`config.mk`:
```
export PLATFORM = sky130hd
export DESIGN_NAME = pdp8liotq
export DESIGN_NICKNAME = d
export VERILOG_FILES = /design/src/rtl/pdp8liotq.sv
export SDC_FILE = /design/constraint.sdc
export NUM_CORES = 1
export LEC_CHECK = 0
export ABC_AREA = 0
export CORE_MARGIN = 2
export CORE_UTILIZATION = 45
export DETAILED_ROUTE_END_ITERATION = 10
export GPL_TIMING_DRIVEN = 0
export PLACE_DENSITY = 0.65
export SYNTH_ARGS = -nofsm -noshare
export SYNTH_HDL_FRONTEND = slang
export SYNTH_SLANG_ARGS = --single-unit
```
`constraint.sdc`:
```
create_clock -name CLOCK -period 3.3 [get_ports CLOCK]
set_input_delay 0.495 -clock CLOCK [delete_from_list [all_inputs] [get_ports CLOCK]]
set_output_delay 0.495 -clock CLOCK [all_outputs]
set_load 0.02 [all_outputs]
```
`src/rtl/pdp8liotq.sv`:
```
// rtl/pdp8liotq.sv - multi-channel PDP-8/L IOT mailbox with shared request FIFO (optional PDP8LIOTQ_OVERRUN_EN)
module pdp8liotq #(
    parameter int          NCHAN     = 4,
    parameter logic [5:0]  DEVBASE   = 6'o40,
    parameter int          DEPTHLOG2 = 4
) (
    input  logic        CLOCK,
    input  logic        RESET_N,
    input  logic        CSTEP,
    input  logic        BINIT,
    input  logic        armwrite,
    input  logic [3:0]  armraddr,
    input  logic [3:0]  armwaddr,
    input  logic [31:0] armwdata,
    output logic [31:0] armrdata,
    input  logic        iopstart,
    input  logic        iopstop,
    input  logic [11:0] ioopcode,
    input  logic [11:0] cputodev,
    output logic [11:0] devtocpu,
    output logic        AC_CLEAR,
    output logic        IO_SKIP,
    output logic        INT_RQST
);
    localparam int                 DEPTH   = 1 << DEPTHLOG2;
    localparam logic [5:0]         NCHAN6  = 6'(NCHAN);
    localparam logic [3:0]         NCHAN4  = 4'(NCHAN);
    localparam logic [3:0]         DLOG4   = 4'(DEPTHLOG2);
    localparam logic [DEPTHLOG2:0] CNT_ONE = (DEPTHLOG2+1)'(1);
    localparam logic [DEPTHLOG2-1:0] PTR_ONE = DEPTHLOG2'(1);

    // Per-channel state is held for 8 channels so a 3-bit channel index is always in range;
    // channels at or above NCHAN are never written and stay zero.
    logic [11:0] reply_q [8];
    logic [11:0] reply_d [8];
    logic [7:0]  flag_q, flag_d, ienab_q, ienab_d, ovf_q, ovf_d, ovf_eff;
    logic        enable_q, enable_d;
    logic [11:0] devtocpu_q, devtocpu_d;
    logic        ac_clear_q, ac_clear_d, io_skip_q, io_skip_d;

    logic [14:0]          mem_q [DEPTH];
    logic [DEPTHLOG2-1:0] rd_ptr_q, rd_ptr_d, wr_ptr_q, wr_ptr_d;
    logic [DEPTHLOG2:0]   count_q, count_d;

    logic [5:0] dev_off;
    logic [2:0] ichan, iop_p;
    logic       iop_acc, fifo_empty, fifo_full, pop_en, push_req, push_en;
    logic [3:0] wsub, rsub;
    logic       w_chan, r_chan;
    logic [2:0] wchan, rchan;
    logic       unused_wdata;

    assign dev_off  = ioopcode[8:3] - DEVBASE;
    assign ichan    = dev_off[2:0];
    assign iop_p    = ioopcode[2:0];
    assign iop_acc  = CSTEP & iopstart & enable_q & (ioopcode[11:9] == 3'o6) & (dev_off < NCHAN6);

    assign fifo_empty = (count_q == '0);
    assign fifo_full  = count_q[DEPTHLOG2];
    assign pop_en     = ~BINIT & armwrite & (armwaddr == 4'd1) & ~fifo_empty;
    assign push_req   = iop_acc & iop_p[2];
    assign push_en    = ~BINIT & push_req & (~fifo_full | pop_en);

    assign wsub   = armwaddr - 4'd2;
    assign wchan  = wsub[2:0];
    assign w_chan = armwrite & (armwaddr >= 4'd2) & (wsub < NCHAN4);
    assign rsub   = armraddr - 4'd2;
    assign rchan  = rsub[2:0];
    assign r_chan = (armraddr >= 4'd2) & (rsub < NCHAN4);

    assign unused_wdata = ^armwdata[28:12];

`ifdef PDP8LIOTQ_OVERRUN_EN
    assign ovf_eff = ovf_q;
`else
    assign ovf_eff = '0;
`endif

    assign devtocpu = devtocpu_q;
    assign AC_CLEAR = ac_clear_q;
    assign IO_SKIP  = io_skip_q;
    assign INT_RQST = |(ienab_q & (flag_q | ovf_eff));

    // Next-state: bus init first, then IOP effects, then ARM writes so the ARM wins conflicts
    always_comb begin
        reply_d    = reply_q;
        flag_d     = flag_q;
        ienab_d    = ienab_q;
        ovf_d      = ovf_q;
        enable_d   = enable_q;
        devtocpu_d = devtocpu_q;
        ac_clear_d = ac_clear_q;
        io_skip_d  = io_skip_q;
        rd_ptr_d   = rd_ptr_q;
        wr_ptr_d   = wr_ptr_q;
        count_d    = count_q;
        if (BINIT) begin
            rd_ptr_d   = '0;
            wr_ptr_d   = '0;
            count_d    = '0;
            flag_d     = '0;
            ovf_d      = '0;
            devtocpu_d = '0;
            ac_clear_d = 1'b0;
            io_skip_d  = 1'b0;
        end else begin
            if (iop_acc) begin
                if (iop_p[0]) io_skip_d = flag_q[ichan] | ovf_eff[ichan];
                if (iop_p[1]) begin
                    devtocpu_d    = reply_q[ichan];
                    flag_d[ichan] = 1'b0;
                end
                if (iop_p[2] & ~iop_p[1]) ac_clear_d = 1'b1;
`ifdef PDP8LIOTQ_OVERRUN_EN
                if (push_req & fifo_full & ~pop_en) ovf_d[ichan] = 1'b1;
`endif
            end else if (CSTEP & iopstop) begin
                devtocpu_d = '0;
                ac_clear_d = 1'b0;
                io_skip_d  = 1'b0;
            end
            if (push_en) wr_ptr_d = wr_ptr_q + PTR_ONE;
            if (pop_en)  rd_ptr_d = rd_ptr_q + PTR_ONE;
            if (push_en & ~pop_en)      count_d = count_q + CNT_ONE;
            else if (pop_en & ~push_en) count_d = count_q - CNT_ONE;
            if (w_chan) begin
                reply_d[wchan] = armwdata[11:0];
                ienab_d[wchan] = armwdata[31];
                flag_d[wchan]  = armwdata[30];
                if (armwdata[29]) ovf_d[wchan] = 1'b0;
            end
            if (armwrite & (armwaddr == 4'd15)) enable_d = armwdata[31];
        end
    end

    // State registers with asynchronous reset; enable comes up set
    always_ff @(posedge CLOCK or negedge RESET_N) begin
        if (!RESET_N) begin
            reply_q    <= '{default: '0};
            flag_q     <= '0;
            ienab_q    <= '0;
            ovf_q      <= '0;
            enable_q   <= 1'b1;
            devtocpu_q <= '0;
            ac_clear_q <= 1'b0;
            io_skip_q  <= 1'b0;
            rd_ptr_q   <= '0;
            wr_ptr_q   <= '0;
            count_q    <= '0;
        end else begin
            reply_q    <= reply_d;
            flag_q     <= flag_d;
            ienab_q    <= ienab_d;
            ovf_q      <= ovf_d;
            enable_q   <= enable_d;
            devtocpu_q <= devtocpu_d;
            ac_clear_q <= ac_clear_d;
            io_skip_q  <= io_skip_d;
            rd_ptr_q   <= rd_ptr_d;
            wr_ptr_q   <= wr_ptr_d;
            count_q    <= count_d;
        end
    end

    // FIFO storage; contents are don't-care while empty so no reset is needed
    always_ff @(posedge CLOCK) begin
        if (push_en) mem_q[wr_ptr_q] <= {ichan, cputodev};
    end

    // ARM register read mux
    always_comb begin
        armrdata = '0;
        case (armraddr)
            4'd0: armrdata = 32'h4951_3000 | {20'b0, DLOG4, 8'b0} | {28'b0, NCHAN4};
            4'd1: if (!fifo_empty) armrdata = {1'b1, 7'b0, 8'(count_q), 1'b0, mem_q[rd_ptr_q]};
            4'd15: armrdata = {enable_q, 31'b0};
            default: if (r_chan) armrdata = {ienab_q[rchan], flag_q[rchan], ovf_q[rchan], 1'b0, 16'b0, reply_q[rchan]};
        endcase
    end
endmodule

```
==> impl_metrics.py, run 1 <==
metrics = {
    "run_status": {
        "run_status": "complete, no violations",
    },
    "worst_setup_path": {
        "crit_path_max_fanout": 6,
        "setup.worst_path.start": "armraddr[2]",
        "critical_path.slowest_cell": "sky130_fd_sc_hd__clkdlybuf4s50_1",
        "crit_required_ps": 2800,
        "cpPeakStageDelay_ps": 660,
        "r2r_slack_ps": 440,
        "path_delay_family": "buffers and inverters",
        "critPathKind": "in2out",
        "startpoint_type": "input pin",
        "worst-endpoint-arrival_ps": 2740,
        "worst_r2r_path_depth": 8,
        "crit-reg2reg-launch": "count_q[1]",
        "worst-path-buf-inv": 3,
        "critical_path.most_common_cell": "sky130_fd_sc_hd__clkdlybuf4s50_1",
        "timing.rr.end": "count_q[4]",
        "path_cells": "clkdlybuf4s50_1 > inv_1 > ha_1 > a211oi_1 > o21ai_2 > o21ai_1 > clkdlybuf4s50_1",
        "kind_of_capture_point_of_the_worst_setup_path": "output port",
        "cp_num_cells": 7,
    },
    "global_route": {
        "grt_start_max_net_pins": 80,
        "grt_overflow": 0,
        "via_count_of_the_first_global_routing_pass": 9619,
        "grt_first_pass_wirelength_um": 59200,
        "antenna_found_initial": 0,
        "grtUsageTotal": 0.2052,
    },
    "clock_tree": {
        "buffer_type_at_the_clock_tree_root": "sky130_fd_sc_hd__clkbuf_16",
        "worst_skew_pair.late_latency_ps": 530,
        "htree_num_levels": 2,
        "clock_sinks": 384,
        "cts_inserted_buffers": 39,
        "worst_path_clk_slew_ps": 60,
        "clock_tree.buffer_depth": 3,
        "cts_tree": "done",
    },
    "pwr": {
        "powerDensity_nw_per_um2": 516.4,
        "total_power_mw": 10.25,
        "vdd_drop_max_mv": 0.2966,
        "leakagePower_nw": 7.427,
    },
    "logic_synthesis": {
        "async_reset_ff_frac": 0.3750,
        "synth_area_um2": 16890,
        "synth_flop_cell": "sky130_fd_sc_hd__edfxtp_1",
        "synth_edf_count": 240,
        "ys_seq_area_frac": 0.6399,
        "synth_area_leader_cell": "sky130_fd_sc_hd__edfxtp_1",
        "post_synth_num_cell_types": 65,
        "synthCells": 979,
        "yosys_register_bits": 384,
        "synth_top_cell_area_share": 0.4266,
        "yosys_warnings": 0,
        "synth.top_cells.by_area": "sky130_fd_sc_hd__edfxtp_1 43%, sky130_fd_sc_hd__dfrtp_1 21%, sky130_fd_sc_hd__mux4_2 14%",
        "avgSynthCellArea_um2": 17.26,
    },
    "sta": {
        "setup_viol_count_final": 0,
        "rsz0062_at_grt": "yes",
        "clock-skew-final_ps": 16.73,
        "final.period_utilization": 0.9818,
        "slew_headroom": 0.3271,
        "maxSlewViolCount": 0,
        "slew_at_the_pin_closest_to_its_max_slew_limit_ps": 1009,
        "timing_hold_violations_final": 0,
        "max_freq_ghz": 0.3087,
        "finalCriticalPeriod_ps": 3240,
    },
    "final_layout": {
        "multi_input_area_um2": 5796,
        "final-seq-area_um2": 10810,
        "nNetsFinal": 1210,
        "areaGrowthSynthToFinish_pct": 17.45,
        "most-common-layout-cells": "240 x sky130_fd_sc_hd__edfxtp_1, 143 x sky130_fd_sc_hd__dfrtp_1, 119 x sky130_fd_sc_hd__mux2_2",
        "layout-drive-gt1-share": 0.3429,
        "layout.cells.most_common": "sky130_fd_sc_hd__edfxtp_1",
        "filler_cell_count": 2958,
        "postLayoutCellArea_um2": 19840,
    },
    "routing": {
        "drtIter0Drc": 768,
        "ant_nets": 0,
        "postRouteWirelength_um": 38790,
        "detail_route.drc_violations": 0,
        "detailed_route_wirelength_on_metal2_um": 18610,
        "via_count": 9277,
        "highest-signal-layer": "met4",
        "drt-met1-wl_um": 17630,
        "met3_length_um": 1658,
        "viasPerCell": 5.723,
        "dr.pass1.iters": 5,
        "routed_wire_length_per_instance_um": 23.93,
    },
    "run": {
        "max_cap_violations": 0,
    },
    "worst_hold_path": {
        "hold_path_class": "in2reg",
        "min_delay_worst_endpoint": "ovf_q[2]",
        "start_point_of_the_worst_hold_path": "armwdata[29]",
        "timing.hold.worst_path_depth": 2,
    },
    "placement": {
        "place.port_buffers": 90,
        "hpwl_um": 25570,
        "final_replace_weighted_congestion": 0.8224,
        "placedInstanceArea_um2": 18480,
    },
    "floorplanning": {
        "boundaryPins": 118,
        "placement_rows": 70,
        "die_width_um": 197.8,
        "die-area_um2": 39110,
        "core-area_um2": 36790,
        "die_h_um": 197.8,
        "floorplan.initialDensity": 0.4593,
    },
}
[where the power goes]
part	internal (mW)	switching (mW)	leakage, nW
clock	2.30	1.81	0.582
combinational	0.372	0.346	2.74
sequential	5.31	0.118	4.11
total	7.98	2.27	7.43
[metal layers]
metal	vias to the layer above	track usage
li1	4132	-
met1	4854	0.2963
met2	235	0.3264
met3	56	0.02981
met4	0	0.06126
met5	-	0
[sequential cells by signal (all words and copies together) (netlist names)]
register	cells
mem_q	240
reply_q	96
devtocpu	12
flag_q	8
ienab_q	8
count_q	5
ovf_q	4
rd_ptr_q	4
wr_ptr_q	4
AC_CLEAR	1
IO_SKIP	1
enable_q	1
[synthesized netlist by cell type, drive strengths merged, types with 4 or more instances]
cell	count
nand3	15
nor3	4
dfrtp	143
nand4	6
ha	15
buf	43
inv	25
xor2	4
mux2	121
edfxtp	240
xnor2	4
mux2i	32
nand2	36
a21o	4
clkbuf	21
o31ai	12
o21ai	8
o22ai	12
nand2b	4
a22oi	4
and2	4
nor2	28
mux4	102
nor2b	7
and3	21
a21oi	24
[worst max-delay path by stage]
stage | to | slack [ps]
finish | armrdata[30] | 60
global route | armrdata[29] | -10
CTS | armrdata[0] | -6
detailed placement | mem_q[9][5] | -920
global placement | rd_ptr_q[0] | -4290
floorplan | mem_q[3][0] | 380
[cell families (layout without fill, tap and decap cells)]
group | count (synthesis) | count (layout) | synth area share
AO/OA/AOI/OAI | 79 | 79 | 0.03192
XOR/XNOR | 8 | 8 | 0.004147
adder cells (fa/ha/maj) | 16 | 16 | 0.01229
buffers and inverters | 90 | 258 | 0.02533
flip-flops | 384 | 384 | 0.6399
multiplexers | 255 | 255 | 0.2358
other | 1 | 7 | 0.0002220
AND/OR/NAND/NOR | 146 | 146 | 0.05036
[layout make-up]
| cell class | instances | share of cell area |
|---|---|---|
| clock inverter | 24 | 0.007630 |
| timing repair buffer | 98 | 0.04761 |
| sequential | 384 | 0.5449 |
| antenna | 1 | 0.0001261 |
| tap | 468 | 0.02951 |
| multi-input combinational | 510 | 0.2921 |
| clock buffer | 46 | 0.05152 |
| buffer | 64 | 0.02175 |
| inverter | 26 | 0.004918 |
[through the flow]
step | instances | util | TNS (ps) | setup slack, ps | hold WS [ps]
floorplan | 984 | - | 0 | 380.6 | 199.4
global placement | 1542 | 0.5002 | -835010 | -4291 | 468.3
detailed placement | 1546 | 0.5024 | -184680 | -924.6 | 469.6
CTS | 1620 | 0.5398 | -7.531 | -6.330 | 274.7
global route | 1620 | 0.5394 | -28.75 | -9.763 | 303.1
finish | 1621 | 0.5394 | 0 | 60.10 | 286.3
[timing repair]
item                                   in CTS  in global routing
setup endpoints to repair                 217                220
pin swaps                                   1                  1
setup buffers                               3                  0
endpoints found under the hold margin      56                  0
hold buffers                                1                  0
gates resized for setup                   104                 19
No activity file was read; power rests on OpenSTA's default activity.
==> run 2: changes to the inputs <==
- CAP_MARGIN: not set -> 40
- CORE_MARGIN: 2 -> not set
==> run 2 against run 1 <==
Compared with the run above: the run now ends with hold timing left; worst hold slack worse by 300 ps; sequential power hardly changed; global-route usage increased by 0.78 points; sequential share of layout area is 1.1 points lower; utilization is 1.1 points higher; critical path type is now reg2out.
==> impl_metrics.py, run 2 (synthesis gave the netlist of run 1 again) <==
metrics = {
    "run_status": {
        "run_status": "finished, violations left",
        "violated_checks": "hold timing",
    },
    "pwr": {
        "vdd_drop_max_mv": 0.3167,
        "total_power_mw": 10.50,
        "powerDensity_nw_per_um2": 518.7,
        "leakagePower_nw": 7.624,
    },
    "worst_setup_path": {
        "critPathKind": "reg2out",
        "startpoint_type": "flip-flop",
        "worst-endpoint-arrival_ps": 2770,
        "critical_path.slowest_cell": "sky130_fd_sc_hd__clkbuf_1",
        "kind_of_capture_point_of_the_worst_setup_path": "output port",
        "cpPeakStageDelay_ps": 690,
        "path_cells": "clkbuf_1 > clkbuf_1 > a21oi_2 > o22ai_2 > clkdlybuf4s15_2",
        "crit_path_max_fanout": 10,
        "path_delay_family": "buffers and inverters",
        "worst-path-buf-inv": 3,
        "critical_path.most_common_cell": "sky130_fd_sc_hd__clkbuf_1",
        "crit_required_ps": 2800,
    },
    "global_route": {
        "grt_first_pass_wirelength_um": 60600,
        "grt_util_met1": 0.3105,
        "global_route.usage.met2": 0.3353,
        "top_usage_layer": "met2",
        "groute.layer.met3.usage": 0.03627,
        "grt_start_max_net_pins": 76,
        "grtUsageTotal": 0.2130,
        "antenna_found_initial": 1,
        "via_count_of_the_first_global_routing_pass": 9843,
        "grt_overflow": 0,
    },
    "sta": {
        "max_freq_ghz": 0.3063,
        "final.period_utilization": 0.9895,
        "maxSlewViolCount": 0,
        "worst_path_setup_slack_after_routing_ps": 34.76,
        "finalCriticalPeriod_ps": 3265,
        "hold-worst-slack_ps": -13.46,
        "slew_headroom": 0.4157,
        "timing_hold_violations_final": 30,
        "rsz0062_at_grt": "yes",
        "clock-skew-final_ps": 17.55,
        "setup_viol_count_final": 0,
        "slew_at_the_pin_closest_to_its_max_slew_limit_ps": 876.5,
    },
    "routing": {
        "via_count": 9424,
        "ant_nets": 0,
        "detail_route.drc_violations": 0,
        "dr.pass1.iters": 5,
        "viasPerCell": 5.746,
        "routed_wire_length_per_instance_um": 24.24,
        "drtIter0Drc": 764,
        "postRouteWirelength_um": 39750,
    },
    "placement": {
        "place_inst": 1564,
        "final_replace_weighted_congestion": 0.8229,
        "post-place-ws_ps": -855.0,
        "hpwl_um": 26690,
        "place.port_buffers": 90,
    },
    "clock_tree": {
        "cts_hold_buffers": 0,
        "htree_num_levels": 2,
        "cts_tree": "done",
        "buffer_type_at_the_clock_tree_root": "sky130_fd_sc_hd__clkbuf_16",
        "clock_tree.buffer_depth": 3,
        "worst_skew_pair.late_latency_ps": 540,
        "cts_inserted_buffers": 40,
        "worst_path_clk_slew_ps": 60,
        "clock_sinks": 384,
    },
    "floorplanning": {
        "placement_rows": 70,
        "floorplan.initialDensity": 0.4593,
        "die_width_um": 195.8,
        "die-area_um2": 38320,
        "die_h_um": 195.8,
        "core-area_um2": 36790,
        "boundaryPins": 118,
    },
    "worst_hold_path": {
        "hold_path_class": "in2async",
    },
    "final_layout": {
        "final-seq-area_um2": 10810,
        "filler_cell_count": 2905,
        "n_antenna_cell": 0,
        "most-common-layout-cells": "240 x sky130_fd_sc_hd__edfxtp_1, 143 x sky130_fd_sc_hd__dfrtp_1, 119 x sky130_fd_sc_hd__mux2_2",
        "multi_input_area_um2": 5849,
        "nNetsFinal": 1230,
        "largest_register_ffs": 240,
        "finish.utilization": 0.5504,
        "layout.cells.most_common": "sky130_fd_sc_hd__edfxtp_1",
        "areaGrowthSynthToFinish_pct": 19.84,
        "finish.cell_count_without_fillers": 1640,
        "registers.top_by_ff_count": "mem_q",
        "layout-drive-gt1-share": 0.3541,
    },
    "run": {
        "max_cap_violations": 0,
    },
}
## run 2: per-stage QoR
stage	hold WS [ps]	cell area, um^2	setup TNS (ps)
after global routing	34.67	20250	-68.90
after detailed placement	466.4	18740	-121720
after CTS	5.610	20230	-4.247
final	-13.46	20250	0
after floorplan	199.4	16910	0
after global placement	467.6	18400	-816960
## run 2: where the power goes
| group | switching (mW) | leakage, nW | internal [mW] |
|---|---|---|---|
| Clock | 1.88 | 0.616 | 2.47 |
| Sequential | 0.114 | 4.11 | 5.31 |
| Combinational | 0.351 | 2.90 | 0.377 |
| Total | 2.35 | 7.62 | 8.15 |
## run 2: layout make-up
cell class	instances	share of cell area
tap	468	0.02892
inverter	26	0.004820
buffer	64	0.02144
clock inverter	21	0.009270
multi-input combinational	510	0.2889
sequential	384	0.5340
clock buffer	50	0.05277
timing repair buffer	117	0.05988
## run 2: final timing paths
path	from	endpoint	slack (ps)	cells after the start
min	RESET_N	reply_q[8]	-10	1
min in group CLOCK	armwdata[29]	ovf_q[2]	280	2
min reg2reg	devtocpu[6]	devtocpu[6]	470	2
max	rd_ptr_q[3]	armrdata[0]	30	5
max in group asynchronous	RESET_N	enable_q	2470	2
max reg2reg	count_q[1]	count_q[4]	460	8
## run 2: routing by layer
metal  vias to the layer above  share of wire
met1                      4937           0.45
met4                         2          0.019
met3                        54          0.056
met5                         -        0.00020
met2                       274           0.47
li1                       4157              -
## run 2: timing repair
action                                 in CTS  in global routing
pin swaps                                   1                  0
setup endpoints to repair                  74                114
setup buffers                               3                  2
endpoints found under the hold margin       0                  0
gates resized for setup                   111                 19
